$ cat src/rtl/alu_pkg.sv
// Shared arithmetic definitions: divider FSM states and the default datapath width.
package alu_pkg;
  localparam int ALU_WIDTH = 128;

  typedef enum logic [1:0] {
    IDLE = 2'd0,
    CALC = 2'd1,
    DONE = 2'd2
  } div_state_t;
endpackage

$ cat src/rtl/div_step.sv
// One restoring-division step: shift in the next dividend bit, trial-subtract the
// divisor magnitude, keep the difference only when it did not borrow.
module div_step
  import alu_pkg::*;
#(
  parameter int WIDTH = ALU_WIDTH
) (
  input  logic [WIDTH-1:0] rem_in,
  input  logic             dvd_bit,
  input  logic [WIDTH-1:0] dvs,
  output logic [WIDTH-1:0] rem_out,
  output logic             q_bit
);
  logic [WIDTH:0] shifted;
  logic [WIDTH:0] diff;

  // rem_in < dvs always holds, so a non-borrowing difference fits in WIDTH bits
  // and a borrow always shows up in the extra top bit.
  assign shifted = {rem_in, dvd_bit};
  assign diff    = shifted - {1'b0, dvs};
  assign q_bit   = ~diff[WIDTH];
  assign rem_out = q_bit ? diff[WIDTH-1:0] : shifted[WIDTH-1:0];
endmodule

$ cat src/rtl/arith_divider.sv
// Multi-cycle signed/unsigned restoring divider with valid/ready handshakes on
// both sides; one quotient bit per cycle, zero-divisor and overflow short-cuts.
module arith_divider
  import alu_pkg::*;
#(
  parameter int WIDTH = ALU_WIDTH
) (
  input  logic             clk,
  input  logic             rst_n,
  input  logic             in_valid,
  output logic             in_ready,
  input  logic [WIDTH-1:0] dividend,
  input  logic [WIDTH-1:0] divisor,
  input  logic             is_signed,
  output logic             out_valid,
  input  logic             out_ready,
  output logic [WIDTH-1:0] quotient,
  output logic [WIDTH-1:0] remainder,
  output logic             div_by_zero,
  output logic             overflow
);
  localparam int CNT_W = $clog2(WIDTH + 1);
  localparam logic [WIDTH-1:0] MOST_NEG = {1'b1, {(WIDTH-1){1'b0}}};

  div_state_t state_reg, state_next;
  logic             accept;

  logic [CNT_W-1:0] cnt_reg;
  logic [WIDTH-1:0] rem_reg;
  logic [WIDTH-1:0] dvd_reg;
  logic [WIDTH-1:0] dvs_reg;
  logic             neg_q_reg;
  logic             neg_r_reg;
  logic [WIDTH-1:0] quo_reg;
  logic [WIDTH-1:0] rmd_reg;
  logic             dbz_reg;
  logic             ovf_reg;

  logic [WIDTH-1:0] a_mag, b_mag;
  logic             dz_case, ov_case;
  logic [WIDTH-1:0] step_rem, q_mag;
  logic             step_q, last_step;

  assign a_mag   = (is_signed && dividend[WIDTH-1]) ? -dividend : dividend;
  assign b_mag   = (is_signed && divisor[WIDTH-1])  ? -divisor  : divisor;
  assign dz_case = (divisor == '0);
  assign ov_case = is_signed && (dividend == MOST_NEG) && (divisor == '1);

  // dvd_reg shifts the dividend out at the top while quotient bits enter at the bottom.
  div_step #(.WIDTH(WIDTH)) u_step (
    .rem_in (rem_reg),
    .dvd_bit(dvd_reg[WIDTH-1]),
    .dvs    (dvs_reg),
    .rem_out(step_rem),
    .q_bit  (step_q)
  );

  assign q_mag     = {dvd_reg[WIDTH-2:0], step_q};
  assign last_step = (cnt_reg == CNT_W'(WIDTH - 1));

  always_ff @(posedge clk or negedge rst_n) begin
    if (!rst_n) state_reg <= IDLE;
    else        state_reg <= state_next;
  end

  always_comb begin
    state_next = state_reg;
    in_ready   = 1'b0;
    out_valid  = 1'b0;
    accept     = 1'b0;
    case (state_reg)
      IDLE: begin
        in_ready = 1'b1;
        if (in_valid) begin
          accept     = 1'b1;
          state_next = (dz_case || ov_case) ? DONE : CALC;
        end
      end
      CALC: begin
        if (last_step) state_next = DONE;
      end
      DONE: begin
        out_valid = 1'b1;
        if (out_ready) state_next = IDLE;
      end
      default: state_next = IDLE;
    endcase
  end

  always_ff @(posedge clk or negedge rst_n) begin
    if (!rst_n) begin
      cnt_reg   <= '0;
      rem_reg   <= '0;
      dvd_reg   <= '0;
      dvs_reg   <= '0;
      neg_q_reg <= 1'b0;
      neg_r_reg <= 1'b0;
      quo_reg   <= '0;
      rmd_reg   <= '0;
      dbz_reg   <= 1'b0;
      ovf_reg   <= 1'b0;
    end else if (accept) begin
      if (dz_case) begin
        quo_reg <= '1;
        rmd_reg <= dividend;
        dbz_reg <= 1'b1;
        ovf_reg <= 1'b0;
      end else if (ov_case) begin
        quo_reg <= dividend;
        rmd_reg <= '0;
        dbz_reg <= 1'b0;
        ovf_reg <= 1'b1;
      end else begin
        cnt_reg   <= '0;
        rem_reg   <= '0;
        dvd_reg   <= a_mag;
        dvs_reg   <= b_mag;
        neg_q_reg <= is_signed && (dividend[WIDTH-1] ^ divisor[WIDTH-1]);
        neg_r_reg <= is_signed && dividend[WIDTH-1];
        dbz_reg   <= 1'b0;
        ovf_reg   <= 1'b0;
      end
    end else if (state_reg == CALC) begin
      rem_reg <= step_rem;
      dvd_reg <= q_mag;
      if (last_step) begin
        // Sign fix-up folds into the final step so DONE presents finished values.
        cnt_reg <= '0;
        quo_reg <= neg_q_reg ? -q_mag : q_mag;
        rmd_reg <= neg_r_reg ? -step_rem : step_rem;
      end else begin
        cnt_reg <= cnt_reg + CNT_W'(1);
      end
    end
  end

  assign quotient    = quo_reg;
  assign remainder   = rmd_reg;
  assign div_by_zero = dbz_reg;
  assign overflow    = ovf_reg;
endmodule
$ cat config.mk
export PLATFORM = sky130hd
export DESIGN_NAME = arith_divider
export DESIGN_NICKNAME = d
export VERILOG_FILES = /design/src/rtl/alu_pkg.sv /design/src/rtl/div_step.sv /design/src/rtl/arith_divider.sv
export SDC_FILE = /design/constraint.sdc
export NUM_CORES = 2
export LEC_CHECK = 0
export ABC_AREA = 1
export CELL_PAD_IN_SITES_DETAIL_PLACEMENT = 1
export CELL_PAD_IN_SITES_GLOBAL_PLACEMENT = 2
export CORE_MARGIN = 5
export CORE_UTILIZATION = 32
export CTS_CLUSTER_SIZE = 16
export DETAILED_ROUTE_END_ITERATION = 12
export PLACE_DENSITY = 0.85
export RECOVER_POWER = 50
export REMOVE_ABC_BUFFERS = 1
export SLEW_MARGIN = 15
export SYNTH_ARGS = -nofsm -noshare
export SYNTH_HDL_FRONTEND = slang
export SYNTH_SLANG_ARGS = --single-unit
export TNS_END_PERCENT = 20
$ cat constraint.sdc
create_clock -name clk -period 7.9 [get_ports clk]
set_input_delay 0.79 -clock clk [delete_from_list [all_inputs] [get_ports clk]]
set_output_delay 0.79 -clock clk [all_outputs]
set_load 0.02 [all_outputs]
# Word-level counts from Yosys, hierarchy flattened
# Index checks and enable logic that the tools add are counted.
dict set report op_classes {
  muxes 40
  reduce_logical 14
  n_eq_ne 11
  n_addsub 6
  n_bitwise 4
}
# op count
set ops {}
lappend ops {{128-bit 2-to-1 mux} 23}
lappend ops {{128-bit negation} 4}
lappend ops {{128-bit equality test, second input constant} 2}
lappend ops {{129-bit by 128-bit subtractor with 129-bit output} 1}
lappend ops {{128-bit logical NOT} 1}
lappend ops {{8-bit 2-to-1 mux} 5}
lappend ops {{3-bit AND reduction} 4}
lappend ops {{2-bit inequality test, second input constant} 5}
lappend ops {{8-bit by 1-bit adder with 8-bit output, second input constant} 1}
lappend ops {{8-bit by 7-bit equality test with 1-bit output, second input constant} 1}
lappend ops {{2-bit 2-to-1 mux} 4}
lappend ops {{1-bit 2-to-1 mux} 7}
lappend ops {{2-bit one-hot mux with 3 select lines} 1}
lappend ops {{1-bit logical AND} 5}
lappend ops {{2-bit nonzero test} 2}
lappend ops {{3-bit by 1-bit inequality test with 1-bit output, second input constant} 1}
lappend ops {{1-bit NOT} 3}
lappend ops {{2-bit by 1-bit equality test with 1-bit output, second input constant} 1}
lappend ops {{2-bit equality test, second input constant} 1}
lappend ops {{2-bit logical NOT} 1}
lappend ops {{1-bit logical OR} 1}
lappend ops {{1-bit XOR} 1}
dict set report totals {
  word_cells 86
  output_inout_bits 260
  inputBits 261
  ff_bits 654
}

# Longest topological paths before layout
dict set report logic_depth {
  ltp_word 7
  mapped_depth 41
}

# Hierarchy
# Synthesis repeated with hierarchy kept, for this count alone.
dict set report unflattened {
  cells_unflattened 11800
  hier_area_um2 63982.6
}
# module n_inst cells_each area_each_um2
set modules_own_cells {}
lappend modules_own_cells {arith_divider 1 8039 47646.9}
lappend modules_own_cells {div_step 1 3761 16335.7}

# Least setup slack after synthesis
# OpenSTA, ideal clock, no wires.
dict set report synth_timing {
  kind {reg-to-reg}
  start {register dvs_reg[0]}
  end {register quo_reg[118] (netlist: quotient[118])}
  t_arrival_ns 5.374
  path_stages_with_launch 41
  required_time_ns 7.817
  setup_ns 0.083
  setup_slack_ns 2.443
  path_cell_list {dfrtp_1 > ha_1 > fa_1 > inv_1 > nand3_1 > nand2_1 > nand2_1 > nand2_2 > nand2_1 > nand2_1 > nand2_1 > nand2_2 > nand2_1 > nand2_2 > nand2_2 > nand2_2 > nand2_4 > nand2_4 > (+5 left out) > inv_1 > nor3_1 > inv_1 > nor2_1 > nand2_1 > nor3_1 > nand3_1 > inv_1 > nand2_1 > or3_1 > nor2_1 > a31oi_1 > o21bai_1 > a21oi_1 > nand3_1 > nand2_1 > nor2_1 > o21ai_0}
}
dict set report synth_between {
  elab_chain_len 7
}
# element line_no
set synth_lines {}
lappend synth_lines {{from (decl)} arith_divider.sv:31} ;# logic [WIDTH-1:0] dvs_reg;
lappend synth_lines {{from (signal assigned)} arith_divider.sv:117} ;# dvs_reg <= b_mag;
lappend synth_lines {{129-bit by 128-bit subtractor with 129-bit output} div_step.sv:20} ;# assign diff = shifted - {1'b0, dvs};
lappend synth_lines {{1-bit NOT} div_step.sv:21} ;# assign q_bit = ~diff[WIDTH];
lappend synth_lines {{128-bit negation} arith_divider.sv:129} ;# quo_reg <= neg_q_reg ? -q_mag : q_mag;
lappend synth_lines {{128-bit 2-to-1 mux} arith_divider.sv:129}
lappend synth_lines {{128-bit 2-to-1 mux} arith_divider.sv:126} ;# if (last_step) begin
lappend synth_lines {{128-bit 2-to-1 mux} arith_divider.sv:123} ;# end else if (state_reg == CALC) begin
lappend synth_lines {{128-bit 2-to-1 mux} arith_divider.sv:102} ;# end else if (accept) begin
lappend synth_lines {{to (signal assigned)} arith_divider.sv:109} ;# quo_reg <= dividend;
lappend synth_lines {{to (signal assigned)} arith_divider.sv:129}
lappend synth_lines {{to (decl)} arith_divider.sv:34} ;# logic [WIDTH-1:0] quo_reg;
# Every way passes these cells. The select of a mux whose other input is x is not followed.
# A chain may end at the register's enable or synchronous reset.

# Worst setup path after layout
dict set report layout_timing {
  start {register dvs_reg[125]}
  end {register quo_reg[120] (netlist: quotient[120])}
}
# The elaborated chain is that of the path after synthesis.

==> flow_summary.yaml <==
run_status:
  outcome: "finished, violations left"
  failed_checks: "max-capacitance violations, max-slew violations"
worst_setup_path:
  worstSetupEndpointType: "register"
  r2r_cells: 29
  setup.worst_path.start_class: "register"
  critical-path-top-cell-by-count: "inv_1"
  reg2reg_to: "quotient[120]"
  crit_fanout: 4
  crit-reg2reg-launch: "dvs_reg[125]"
  critPathMaxStageDelay_ns: 0.55
  crit_path_top_delay_cell: "nor3_1"
  r2r_setup_slack_ns: 1.25
  critPathRequiredTime_ns: 8.53
  type_of_the_worst_setup_path: "reg2reg"
  cp_data_arrival_time_ns: 7.28
clocking:
  cts-hold-fix-buffers: 0
  worst_skew_pair.late_latency_ns: 0.76
  cts_max_path_buffers: 3
  cts-buffers-inserted: 87
  post_cts_resize_count: 0
  htree_num_levels: 3
  worst_setup_hold_path_clk_slew_ns: 0.07
  tritoncts: "yes"
  cts_sinks: 654
  cts_root_buf: "clkbuf_16"
  cts_setup_buffers: 0
synthesis:
  synth-compound-area-share_pct: 14.69
  synth-edff-count: 0
  synth-seq-area-share_pct: 27.05
  synth_top_family_by_area: "simple AND/OR/NAND/NOR gates"
  ys_types: 61
  yosys-mux-area-fraction_pct: 0
  netlist_area_mm2: 0.06049
  synthCells: 10260
  synth_seq_cells: 654
  synthXorXnorAreaFrac_pct: 4.300
  syn_area_per_cell_um2: 5.895
  top_area_cells_in_the_synthesized_netlist: "dfrtp_1, nand2_1, inv_1, nor2_1, a21oi_1"
  synthAdderAreaFrac_pct: 2.805
  yosysWarnings: 0
  cell_type_contributing_the_most_total_cell_area_after_synthesis: "dfrtp_1"
  synthSimpleGateAreaFrac_pct: 38.45
  yosys_most_used_dff: "dfrtp_1"
  asyncSetResetFlopFracSynth_pct: 100.0
  synth_top_cell_area_share_pct: 27.05
drt:
  detail_route.vias_per_cell: 5.396
  drc_errors: 0
  ant_nets: 0
  vias: 71360
  wl_per_cell_um: 27.52
  drt-total-wl_mm: 364.0
  detail_route.first_pass.iterations: 6
  drt_iter0_markers: 5956
sta:
  hold_viol_final: 0
  final_max_slew_viol_count: 127
  grt_setup_unrepaired: "false"
  timing.final.setup_violations: 0
  max-slew-margin-rel_pct: -212.5
  totalNegativeSetupSlack_ns: 0
  timing.clock.skew_ns: 0.03471
  post-route-period-util_pct: 84.21
  fmax_ghz: 0.1503
  finalWorstPathRequiredPeriod_ns: 6.653
  max_slew.worst_pin.slew_ns: 4.687
floorplan:
  die_height_um: 444.8
  design.core.area_mm2: 0.1880
  std_cell_rows: 159
  floorplan.initialDensity_pct: 32.18
  io_pins: 521
  die_area_mm2: 0.1978
  die-width_um: 444.8
hold_path:
  hold-path-endpoint: "quotient[62]"
  hold_depth: 2
  hold_path_class: "reg2reg"
  hold_path.startpoint: "quotient[62]"
global_route:
  number_of_antenna_violations_at_the_first_check_in_global_routing: 15
  grt_first_pass_wirelength_mm: 515.4
  grt_overflow: 0
  first_global_vias: 72530
  globalRouteTotalUtil_pct: 35.59
  grt_start_max_net_pins: 231
final_layout:
  syn2layout_area_growth_pct: 18.10
  final_net_count: 11050
  post_route_cells_drive_above_1_share_pct: 3.526
placed_design:
  numPortBuffers: 520
  post-dp-hpwl_mm: 304.8
  gpl.final_weighted_congestion: 1.028
run:
  maxCapViolCount: 3
[kinds of logic (layout without fill, tap and decap cells)]
logic type / Yosys count / after routing
other: 0 / 10
XOR/XNOR: 297 / 297
buffers and inverters: 2005 / 2464
AND/OR/NAND/NOR: 5604 / 5604
flip-flops: 654 / 654
adder cells (fa/ha/maj): 135 / 135
AO/OA/AOI/OAI: 1566 / 1566
[worst max-delay path: cells and delay by family (launching register included)]
kind / cells / cell delay, ns
simple gates: 12 / 2.48
flops: 1 / 0.37
fa+ha+maj: 2 / 0.53
buf+inv: 7 / 0.95
compound gates: 8 / 2.17
[stage by stage]
step	area, µm²	utilization, %	hold WS [ns]	std cells	setup slack (ns)
final	71440	38.00	0.4745	13230	1.247
after global routing	71440	38.00	0.5010	13220	0.9177
after CTS	71420	37.99	0.02925	13220	1.392
after detailed placement	68500	36.43	0.4740	13060	1.269
after global placement	68500	36.43	0.4671	13060	1.419
after floorplan	59090	-	0.4530	9929	-10.50
[cells in the final DEF, fill, tap and decap left out, types with 103 or more instances in the layout]
master           count
o22ai_1            115
a21oi_1            583
nor4_1             191
inv_1             1656
o221ai_1           103
nor2_1            1370
ha_1               134
nand2_1           3032
dfrtp_1            652
xnor2_1            105
xor2_1             191
nand4_1            148
nor3_1             174
clkdlybuf4s50_1    389
o21ai_0            505
nand3_1            530
dlygate4sd3_1      130
[worst max path at each step]
stage	from	to	slack, ns	cells after the start
final	dvs_reg[125]	quotient[120]	1.25	29
after global routing	dvd_reg[127]	quotient[108]	0.92	35
after CTS	dvd_reg[127]	quotient[120]	1.39	36
after detailed placement	divisor[7]	quotient[121]	1.27	14
after global placement	dvs_reg[125]	quotient[120]	1.42	29
after floorplan	in_valid	quotient[0]	-10.50	7
[cell type report]
cell class / instances / area, µm²
fill: 24980 / 116600
antenna: 10 / 25.02
multi-input combinational: 7602 / 36530
inverter: 1673 / 6290
tap: 2495 / 3122
clock buffer: 119 / 2417
clock inverter: 41 / 508.0
timing repair buffer: 631 / 6175
sequential: 654 / 16370
[layer usage]
layer / GRT usage (%) / vias up / part of all wire (%)
met3: 3.433 / 593 / 4.7
met1: 45.51 / 34900 / 42
met2: 58.81 / 2273 / 46
met4: 20.42 / 2 / 6.8
li1: - / 33600 / -
met5: 0 / - / 0.0036
[cells in the mapped netlist (10+ instances only)]
library cell and instances:
a21oi_1 584, a22oi_1 16, a31oi_1 65, buf_1 37, buf_2 23, buf_4 10, buf_6 10, clkbuf_1 250
dfrtp_1 654, ha_1 134, inv_1 1658, inv_2 10, nand2_1 3039, nand2_2 25, nand3_1 530, nand3b_1 34
nand4_1 148, nor2_1 1373, nor2_2 26, nor3_1 174, nor4_1 191, o211ai_1 15, o21a_1 10, o21ai_0 507
o21ai_1 35, o21bai_1 36, o221ai_1 103, o22ai_1 115, o31ai_1 38, or2_2 24, xnor2_1 106, xor2_1 191
Power is left out: the tool's default activity adds up to more than one toggle a clock period on the data nets, which glitch-free logic cannot reach.
